==> src/rtl/cmp_hysteresis_monitor.sv <==
// Hysteretic, debounced alarm on the one-hot flags of a magnitude comparator,
// with saturating per-outcome event counters and a sticky protocol-error flag.
module cmp_hysteresis_monitor #(
    parameter int unsigned ASSERT_CNT   = 4,
    parameter int unsigned DEASSERT_CNT = 4,
    parameter int unsigned CNT_W        = 16
) (
    input  logic             clk,
    input  logic             rst_n,
    input  logic             in_valid,
    input  logic             equal,
    input  logic             greater,
    input  logic             less,
    input  logic             clear,
    output logic             alarm,
    output logic             alarm_rise,
    output logic             alarm_fall,
    output logic [CNT_W-1:0] gt_cnt,
    output logic [CNT_W-1:0] lt_cnt,
    output logic [CNT_W-1:0] eq_cnt,
    output logic             onehot_err
);

    typedef enum logic [1:0] {
        ST_NORMAL  = 2'd0,
        ST_PEND_HI = 2'd1,
        ST_ALARM   = 2'd2,
        ST_PEND_LO = 2'd3
    } state_t;

    localparam logic [7:0] ASSERT_RUN   = 8'(ASSERT_CNT);
    localparam logic [7:0] DEASSERT_RUN = 8'(DEASSERT_CNT);

    state_t             state_q, state_d;
    logic [7:0]         run_q, run_d;
    logic               alarm_q, alarm_d;
    logic               rise_q, rise_d;
    logic               fall_q, fall_d;
    logic [CNT_W-1:0]   gt_cnt_q, gt_cnt_d;
    logic [CNT_W-1:0]   lt_cnt_q, lt_cnt_d;
    logic [CNT_W-1:0]   eq_cnt_q, eq_cnt_d;
    logic               err_q, err_d;

    logic               one_hot;
    logic               accepted;
    logic               invalid;
    logic [7:0]         run_inc;

    assign one_hot  = (equal & ~greater & ~less) |
                      (~equal & greater & ~less) |
                      (~equal & ~greater & less);
    assign accepted = in_valid & one_hot;
    assign invalid  = in_valid & ~one_hot;
    assign run_inc  = run_q + 8'd1;

    function automatic logic [CNT_W-1:0] sat_inc(input logic [CNT_W-1:0] v);
        return (v == {CNT_W{1'b1}}) ? v : v + CNT_W'(1);
    endfunction

    always_comb begin
        // NOTE: every signal gets a default before any branch, so no path
        // leaves a combinational output unassigned and no latch is inferred.
        state_d  = state_q;
        run_d    = run_q;
        rise_d   = 1'b0;
        fall_d   = 1'b0;
        gt_cnt_d = gt_cnt_q;
        lt_cnt_d = lt_cnt_q;
        eq_cnt_d = eq_cnt_q;
        err_d    = err_q;

        if (clear) begin
            state_d  = ST_NORMAL;
            run_d    = 8'd0;
            gt_cnt_d = '0;
            lt_cnt_d = '0;
            eq_cnt_d = '0;
            err_d    = 1'b0;
        end else if (accepted) begin
            if (greater) gt_cnt_d = sat_inc(gt_cnt_q);
            if (less)    lt_cnt_d = sat_inc(lt_cnt_q);
            if (equal)   eq_cnt_d = sat_inc(eq_cnt_q);

            unique case (state_q)
                ST_NORMAL: begin
                    if (greater) begin
                        if (ASSERT_RUN == 8'd1) begin
                            state_d = ST_ALARM;
                            rise_d  = 1'b1;
                        end else begin
                            state_d = ST_PEND_HI;
                            run_d   = 8'd1;
                        end
                    end
                end
                ST_PEND_HI: begin
                    if (greater) begin
                        if (run_inc == ASSERT_RUN) begin
                            state_d = ST_ALARM;
                            run_d   = 8'd0;
                            rise_d  = 1'b1;
                        end else begin
                            run_d   = run_inc;
                        end
                    end else begin
                        state_d = ST_NORMAL;
                        run_d   = 8'd0;
                    end
                end
                ST_ALARM: begin
                    if (less) begin
                        if (DEASSERT_RUN == 8'd1) begin
                            state_d = ST_NORMAL;
                            fall_d  = 1'b1;
                        end else begin
                            state_d = ST_PEND_LO;
                            run_d   = 8'd1;
                        end
                    end
                end
                ST_PEND_LO: begin
                    if (less) begin
                        if (run_inc == DEASSERT_RUN) begin
                            state_d = ST_NORMAL;
                            run_d   = 8'd0;
                            fall_d  = 1'b1;
                        end else begin
                            run_d   = run_inc;
                        end
                    end else begin
                        state_d = ST_ALARM;
                        run_d   = 8'd0;
                    end
                end
                default: begin
                    state_d = ST_NORMAL;
                    run_d   = 8'd0;
                end
            endcase
        end else if (invalid) begin
            err_d = 1'b1;
        end

        // Alarm level is a pure function of the next state, then registered.
        alarm_d = (state_d == ST_ALARM) || (state_d == ST_PEND_LO);
    end

    always_ff @(posedge clk or negedge rst_n) begin
        if (!rst_n) begin
            state_q  <= ST_NORMAL;
            run_q    <= 8'd0;
            alarm_q  <= 1'b0;
            rise_q   <= 1'b0;
            fall_q   <= 1'b0;
            gt_cnt_q <= '0;
            lt_cnt_q <= '0;
            eq_cnt_q <= '0;
            err_q    <= 1'b0;
        end else begin
            // NOTE: non-blocking assignments so every flop samples the
            // pre-edge values regardless of statement order.
            state_q  <= state_d;
            run_q    <= run_d;
            alarm_q  <= alarm_d;
            rise_q   <= rise_d;
            fall_q   <= fall_d;
            gt_cnt_q <= gt_cnt_d;
            lt_cnt_q <= lt_cnt_d;
            eq_cnt_q <= eq_cnt_d;
            err_q    <= err_d;
        end
    end

    assign alarm      = alarm_q;
    assign alarm_rise = rise_q;
    assign alarm_fall = fall_q;
    assign gt_cnt     = gt_cnt_q;
    assign lt_cnt     = lt_cnt_q;
    assign eq_cnt     = eq_cnt_q;
    assign onehot_err = err_q;

endmodule
==> config.mk <==
export PLATFORM = sky130hd
export DESIGN_NAME = cmp_hysteresis_monitor
export DESIGN_NICKNAME = d
export VERILOG_FILES = /design/src/rtl/cmp_hysteresis_monitor.sv
export SDC_FILE = /design/constraint.sdc
export NUM_CORES = 1
export LEC_CHECK = 0
export CORE_ASPECT_RATIO = 1.4
export CORE_MARGIN = 3
export CORE_UTILIZATION = 40
export CTS_CLUSTER_DIAMETER = 80
export DETAILED_ROUTE_END_ITERATION = 10
export PLACE_DENSITY_LB_ADDON = 0.08
export SETUP_SLACK_MARGIN = 0.5
export SLEW_MARGIN = 0
export SYNTH_ARGS = -nofsm -noshare
export SYNTH_HDL_FRONTEND = slang
export SYNTH_SLANG_ARGS = --single-unit
==> constraint.sdc <==
create_clock -name clk -period 2.2 [get_ports clk]
set_input_delay 0.33 -clock clk [delete_from_list [all_inputs] [get_ports clk]]
set_output_delay 0.33 -clock clk [all_outputs]
set_load 0.03 [all_outputs]
---- After elaboration in Yosys (flattened, before gate mapping) ----
Cells that the tools add are included.
word-level totals
  bits in registers ....................... 62
  input port bits ......................... 7
  output and inout bits ................... 52
operators by class
  bitwise gates (word level) .............. 14
  $add $sub $neg .......................... 4
  reduce and logical (&&, ||, !) cells .... 12
  equal/unequal tests ..................... 15
  muxes and demuxes ....................... 41
operators with widths
  cell                                            count
  2-to-1 mux 16 bit                               12
  2-to-1 mux 8 bit                                7
  adder 16 x 1 -> 16 bit (second input constant)  3
  == test 16 bit (second input constant)          3
  one-hot mux 8 bit (4 select lines)              1
  2-to-1 mux 2 bit                                8
  2-to-1 mux 1 bit                                12
  AND reduction 3 bit                             4
  nonzero test 2 bit                              5
  adder 8 x 1 -> 8 bit (second input constant)    1
  AND 1 bit                                       8
  == test 2 bit (second input constant)           4
  == test 8 x 3 -> 1 bit (second input constant)  1
  inequality test 2 bit (second input constant)   4
  one-hot mux 2 bit (4 select lines)              1
  inequality test 3 bit (second input constant)   2
  NOT 1 bit                                       4
  == test 2 x 1 -> 1 bit (second input constant)  1
  zero test 2 bit                                 1
  OR 1 bit                                        2
  AND reduction 2 bit                             1
  logical OR 1 bit                                1

---- Longest topological paths before layout ----
  word-level depth ........................ 10
  mapped depth ............................ 7

---- Worst setup path after synthesis ----
No wires, ideal clock.
  path kind ............................... flip-flop to flip-flop
  start ................................... register run_q[0]
  end ..................................... register alarm_q (netlist: alarm)
  required time ........................... 2081 ps
  setup slack ............................. 204 ps
  period minus slack after synthesis ...... 1996 ps
  stages on the path, launching flop included .. 7
  data arrival time ....................... 1877 ps
  setup time .............................. 119 ps
  path through ............................ dfrtp_1 ha_1 or2b_2 or3_1 or3_4 o21a_1 o21ba_1
between the ends
  word-level cells in the longest chain between the ends .. 9
  elaborated cells between the ends (all ways) .. 12
RTL lines
  item                                  line     text
  start: declaration                    35       logic [7:0] run_q, run_d;
  start signal: assignment              163      run_q <= run_d;
  adder 8 x 1 -> 8 bit *                54       assign run_inc = run_q + 8'd1;
  == test 8 x 3 -> 1 bit *              98, 123
  2-to-1 mux 2 bit (on tied branches)   123, 98
  2-to-1 mux 2 bit (on tied branches)   122, 97
  one-hot mux 2 bit (4 select lines) *  84       unique case (state_q)
  2-to-1 mux 2 bit *                    79       end else if (accepted) begin
  2-to-1 mux 2 bit *                    72       if (clear) begin
  == test 2 bit                         145      alarm_d = (state_d == ST_ALARM) || (state_d == ST_PEND_LO);
  logical OR 1 bit *                    145
  net alarm_d                           36       logic alarm_q, alarm_d;
  end signal: assignment                164      alarm_q <= alarm_d;
  end: declaration                      36
Mark *: on every way through the listed nets, which the timed path passes. The rest lies on a longest branch.
A chain may end at the register's enable or synchronous reset.

---- Worst setup path in the final report ----
  start ................................... register run_q[5]
  end ..................................... register state_q[1]
between the ends
  word-level cells in the longest chain between the ends .. 7
  elaborated cells between the ends (all ways) .. 9
RTL lines
  item                                  line     text
  adder 8 x 1 -> 8 bit *                54
  == test 8 x 3 -> 1 bit *              98, 123
  2-to-1 mux 2 bit (on tied branches)   123, 98
  2-to-1 mux 2 bit (on tied branches)   122, 97
  one-hot mux 2 bit (4 select lines) *  84
  2-to-1 mux 2 bit *                    79
  2-to-1 mux 2 bit *                    72
  net state_d[1]                        34       state_t state_q, state_d;
  end signal: assignment                162      state_q <= state_d;
  end: declaration                      34
Marks and branches as above.

==> results.json <==
{
  "routedWlPerCell_um": 15.3,
  "drtIter0Drc": 136,
  "htreeDepth": 3,
  "area_growth_pct": 48.0,
  "drtPass1Iterations": 4,
  "antenna-diode-count": 0,
  "setup_violations": 0,
  "num_rows": 39,
  "grt_first_pass_wirelength_um": 14200,
  "portBuffers": 58,
  "grt_pass1_vias": 3056,
  "ir_worst_vdd_v": 0.000384,
  "syn_area_mm2": 0.00343,
  "period_minus_slack_ns": 1.95,
  "finish.net_count": 487,
  "outcome": "finished, final reports clean",
  "synthCells": 364,
  "die_height_um": 116,
  "cap_violations": 0,
  "synth_edf_count": 0,
  "cts.hold.buffers_added": 0,
  "routed-wl-met2_um": 4500,
  "worstSkewPairLatency_ns": 0.33,
  "rsz0062_at_grt": "true",
  "cts_root_buf": "clkbuf_16",
  "path_buf_inv": 0,
  "grt_antenna_before_repair": 0,
  "synth_warnings": 0,
  "dp_slack_ns": -0.182,
  "gp_congestion": 0.789,
  "synth.top_cell.area_share": 0.452,
  "m1WireLength_um": 3900,
  "clkTransAtPathRegs_ns": 0.05,
  "cp_slowest_cell": "or3_4",
  "worstSetupPathType": "register to register",
  "grt_max_degree": 63,
  "highest_layer": "met4",
  "avgSynthCellArea_um2": 9.43,
  "vias": 3182,
  "synthFlopType": "dfrtp_1",
  "drcViolationCount": 0,
  "synth.distinct_cells": 53,
  "yosys.area.top_type": "dfrtp_1",
  "seq_area_frac_synth": 0.452,
  "async_flop_share": 1.00,
  "cp_slowest_stage_delay_ns": 0.39,
  "hold_path_class": "input port to async pin",
  "die_area_mm2": 0.00975,
  "cp_common_cell": "or3_4",
  "crit_family": "simple AND/OR/NAND/NOR gates",
  "setup_ws_ns": 0.246,
  "via_per_inst": 5.47,
  "syn-num-nets": 376,
  "critPathLaunchType": "register",
  "min_period_over_period": 0.888,
  "timing.rr.end": "state_q[1]$_DFF_PN0_",
  "maxSlewHeadroom": 0.730,
  "drive_gt1_frac": 0.325,
  "place_area_mm2": 0.00429,
  "reg2reg_slack_ns": 0.25,
  "cts_max_path_buffers": 2,
  "initial_core_util": 0.416,
  "fin_tns_setup_ns": 0,
  "p_leak_nw": 2.30,
  "numCtsBuffers": 9,
  "finClkSkew_ns": 0.00476,
  "tritoncts": "built",
  "stdcell_area_mm2": 0.00508,
  "r2r-start": "run_q[5]$_DFFE_PN0P_",
  "worstPathArrival_ns": 2.17,
  "worst_slew_pin_slew_ns": 0.403,
  "pin_count": 59,
  "grt_usage": 0.180,
  "reg2regPathDepth": 5,
  "routed_wl_um": 8880,
  "cts.sinks": 62,
  "cp_max_fo": 3,
  "cp.required_ns": 2.42,
  "met3_length_um": 329,
  "finalMaxSlewViolations": 0,
  "powerDensity_mw_per_mm2": 521,
  "gr-total-overflow": 0,
  "core_mm2": 0.00825,
  "hpwl_um": 5580,
  "netlist_top_cells_area": "dfrtp_1 45%, xnor2_1 7.1%, nor2_1 6.3%, o21ai_0 2.9%, nor3_1 2.6%",
  "worstSetupEndpointType": "register",
  "hold_viol_final": 0,
  "path_cells": "or3_4, or3_1, or3_4, o21a_1, o21ba_1",
  "dieWidth_um": 84.3,
  "ys_ff_latch": 62,
  "max_freq_ghz": 0.512,
  "antenna_left": 0
}
metal layers:
| metal | up-vias | global-route usage |
|---|---|---|
| met1 | 1563 | 0.227 |
| met5 | - | 0 |
| met4 | 0 | 0.0740 |
| met2 | 66 | 0.303 |
| met3 | 14 | 0.0370 |
| li1 | 1539 | - |
logic make-up after synthesis:
group	Yosys count	share of synthesized area
AO/OA/AOI/OAI	56	0.107
XOR/XNOR	38	0.0969
multiplexers	5	0.0146
flip-flops	62	0.452
AND/OR/NAND/NOR	179	0.283
buffers and inverters	19	0.0284
adder cells (fa/ha/maj)	5	0.0182
power by group:
| part | switching, mW | internal, mW |
|---|---|---|
| clock | 0.505 | 0.850 |
| sequential | 0.00687 | 1.15 |
| combinational | 0.0903 | 0.0499 |
sequential cells by signal, indices dropped and copies added (netlist names):
register	count
eq_cnt	16
gt_cnt	16
lt_cnt	16
run_q	8
state_q	2
alarm	1
alarm_fall	1
alarm_rise	1
onehot_err	1
synth_stat cells (all sizes together), types with 2 or more instances:
cell type	instances
xnor2	28
buf	3
o2111ai	5
dfrtp	62
nor3b	4
o21a	3
nor3	18
o21bai	2
o211ai	3
clkbuf	8
and4bb	2
nand2b	2
ha	5
and4	6
nand3	17
a211oi	2
or3	7
nand2	20
xor2	10
and3	8
a21oi	10
o21ai	20
nor4	8
nor2	58
or2	2
a31oi	2
mux2i	5
nor4b	6
o21ba	3
nand4	11
and2	3
inv	8
worst max path at each step:
stage                    startpoint                endpoint  cells after the start
3_5_place_dp                   less    alarm_rise$_DFF_PN0_                      7
6_report       run_q[5]$_DFFE_PN0P_    state_q[1]$_DFF_PN0_                      5
5_1_grt        run_q[0]$_DFFE_PN0P_         alarm$_DFF_PN0_                      6
2_1_floorplan  run_q[0]$_DFFE_PN0P_         alarm$_DFF_PN0_                      6
4_1_cts        run_q[5]$_DFFE_PN0P_         alarm$_DFF_PN0_                      5
3_3_place_gp                   less  lt_cnt[12]$_DFFE_PN0P_                      7
stage by stage:
step	power, mW	std cells	hold WS [ns]	utilization
after floorplan	1.23	364	0.0344	-
after global placement	1.30	531	0.377	0.521
after detailed placement	1.31	531	0.373	0.521
after CTS	2.67	565	0.0195	0.574
after global routing	2.75	582	0.0318	0.616
final	2.65	582	0.00392	0.616
cell usage in the layout, fill, tap and decap left out, types with 3 or more instances in the layout:
cell type / synthesis / routed
o21ai_0: 20 / 17
nor3_2: 0 / 3
or3_1: 4 / 4
a21oi_1: 10 / 8
and4_4: 0 / 3
o2111ai_2: 0 / 4
o21a_1: 3 / 3
buf_2: 1 / 3
nor2_1: 58 / 57
and3_1: 6 / 6
nor3b_2: 0 / 3
dfrtp_2: 0 / 30
mux2i_1: 5 / 5
xnor2_1: 28 / 28
nor3_1: 18 / 13
inv_1: 8 / 8
o21ai_1: 0 / 3
clkbuf_8: 1 / 3
buf_4: 0 / 47
dfrtp_1: 62 / 32
buf_6: 2 / 4
nand3_1: 17 / 16
nor4_2: 1 / 4
xor2_1: 10 / 10
clkbuf_16: 0 / 9
nand2_1: 20 / 19
nor4b_4: 0 / 4
ha_2: 0 / 5
nand4_1: 10 / 10
dlygate4sd2_1: 0 / 52
o211ai_1: 3 / 3
or3_4: 2 / 3
and4_1: 6 / 3
timing repair:
| action | in CTS | in global routing |
|---|---|---|
| cloned | 1 | 0 |
| pin swaps | 10 | 22 |
| buffers inserted | 17 | 17 |
| resized for setup | 72 | 46 |
| setup endpoints to repair | 104 | 47 |
area by class of cell:
class                           count  area [um2]
Multi-Input combinational cell    283        2120
Sequential cell                    62        1590
Clock buffer                       13         270
Fill cell                         716        3160
Inverter                            8        30.0
Timing Repair Buffer              111         926
Clock inverter                      3        17.5
Tap cell                          102         128
Note: power is estimated with default switching activity, not from simulation.
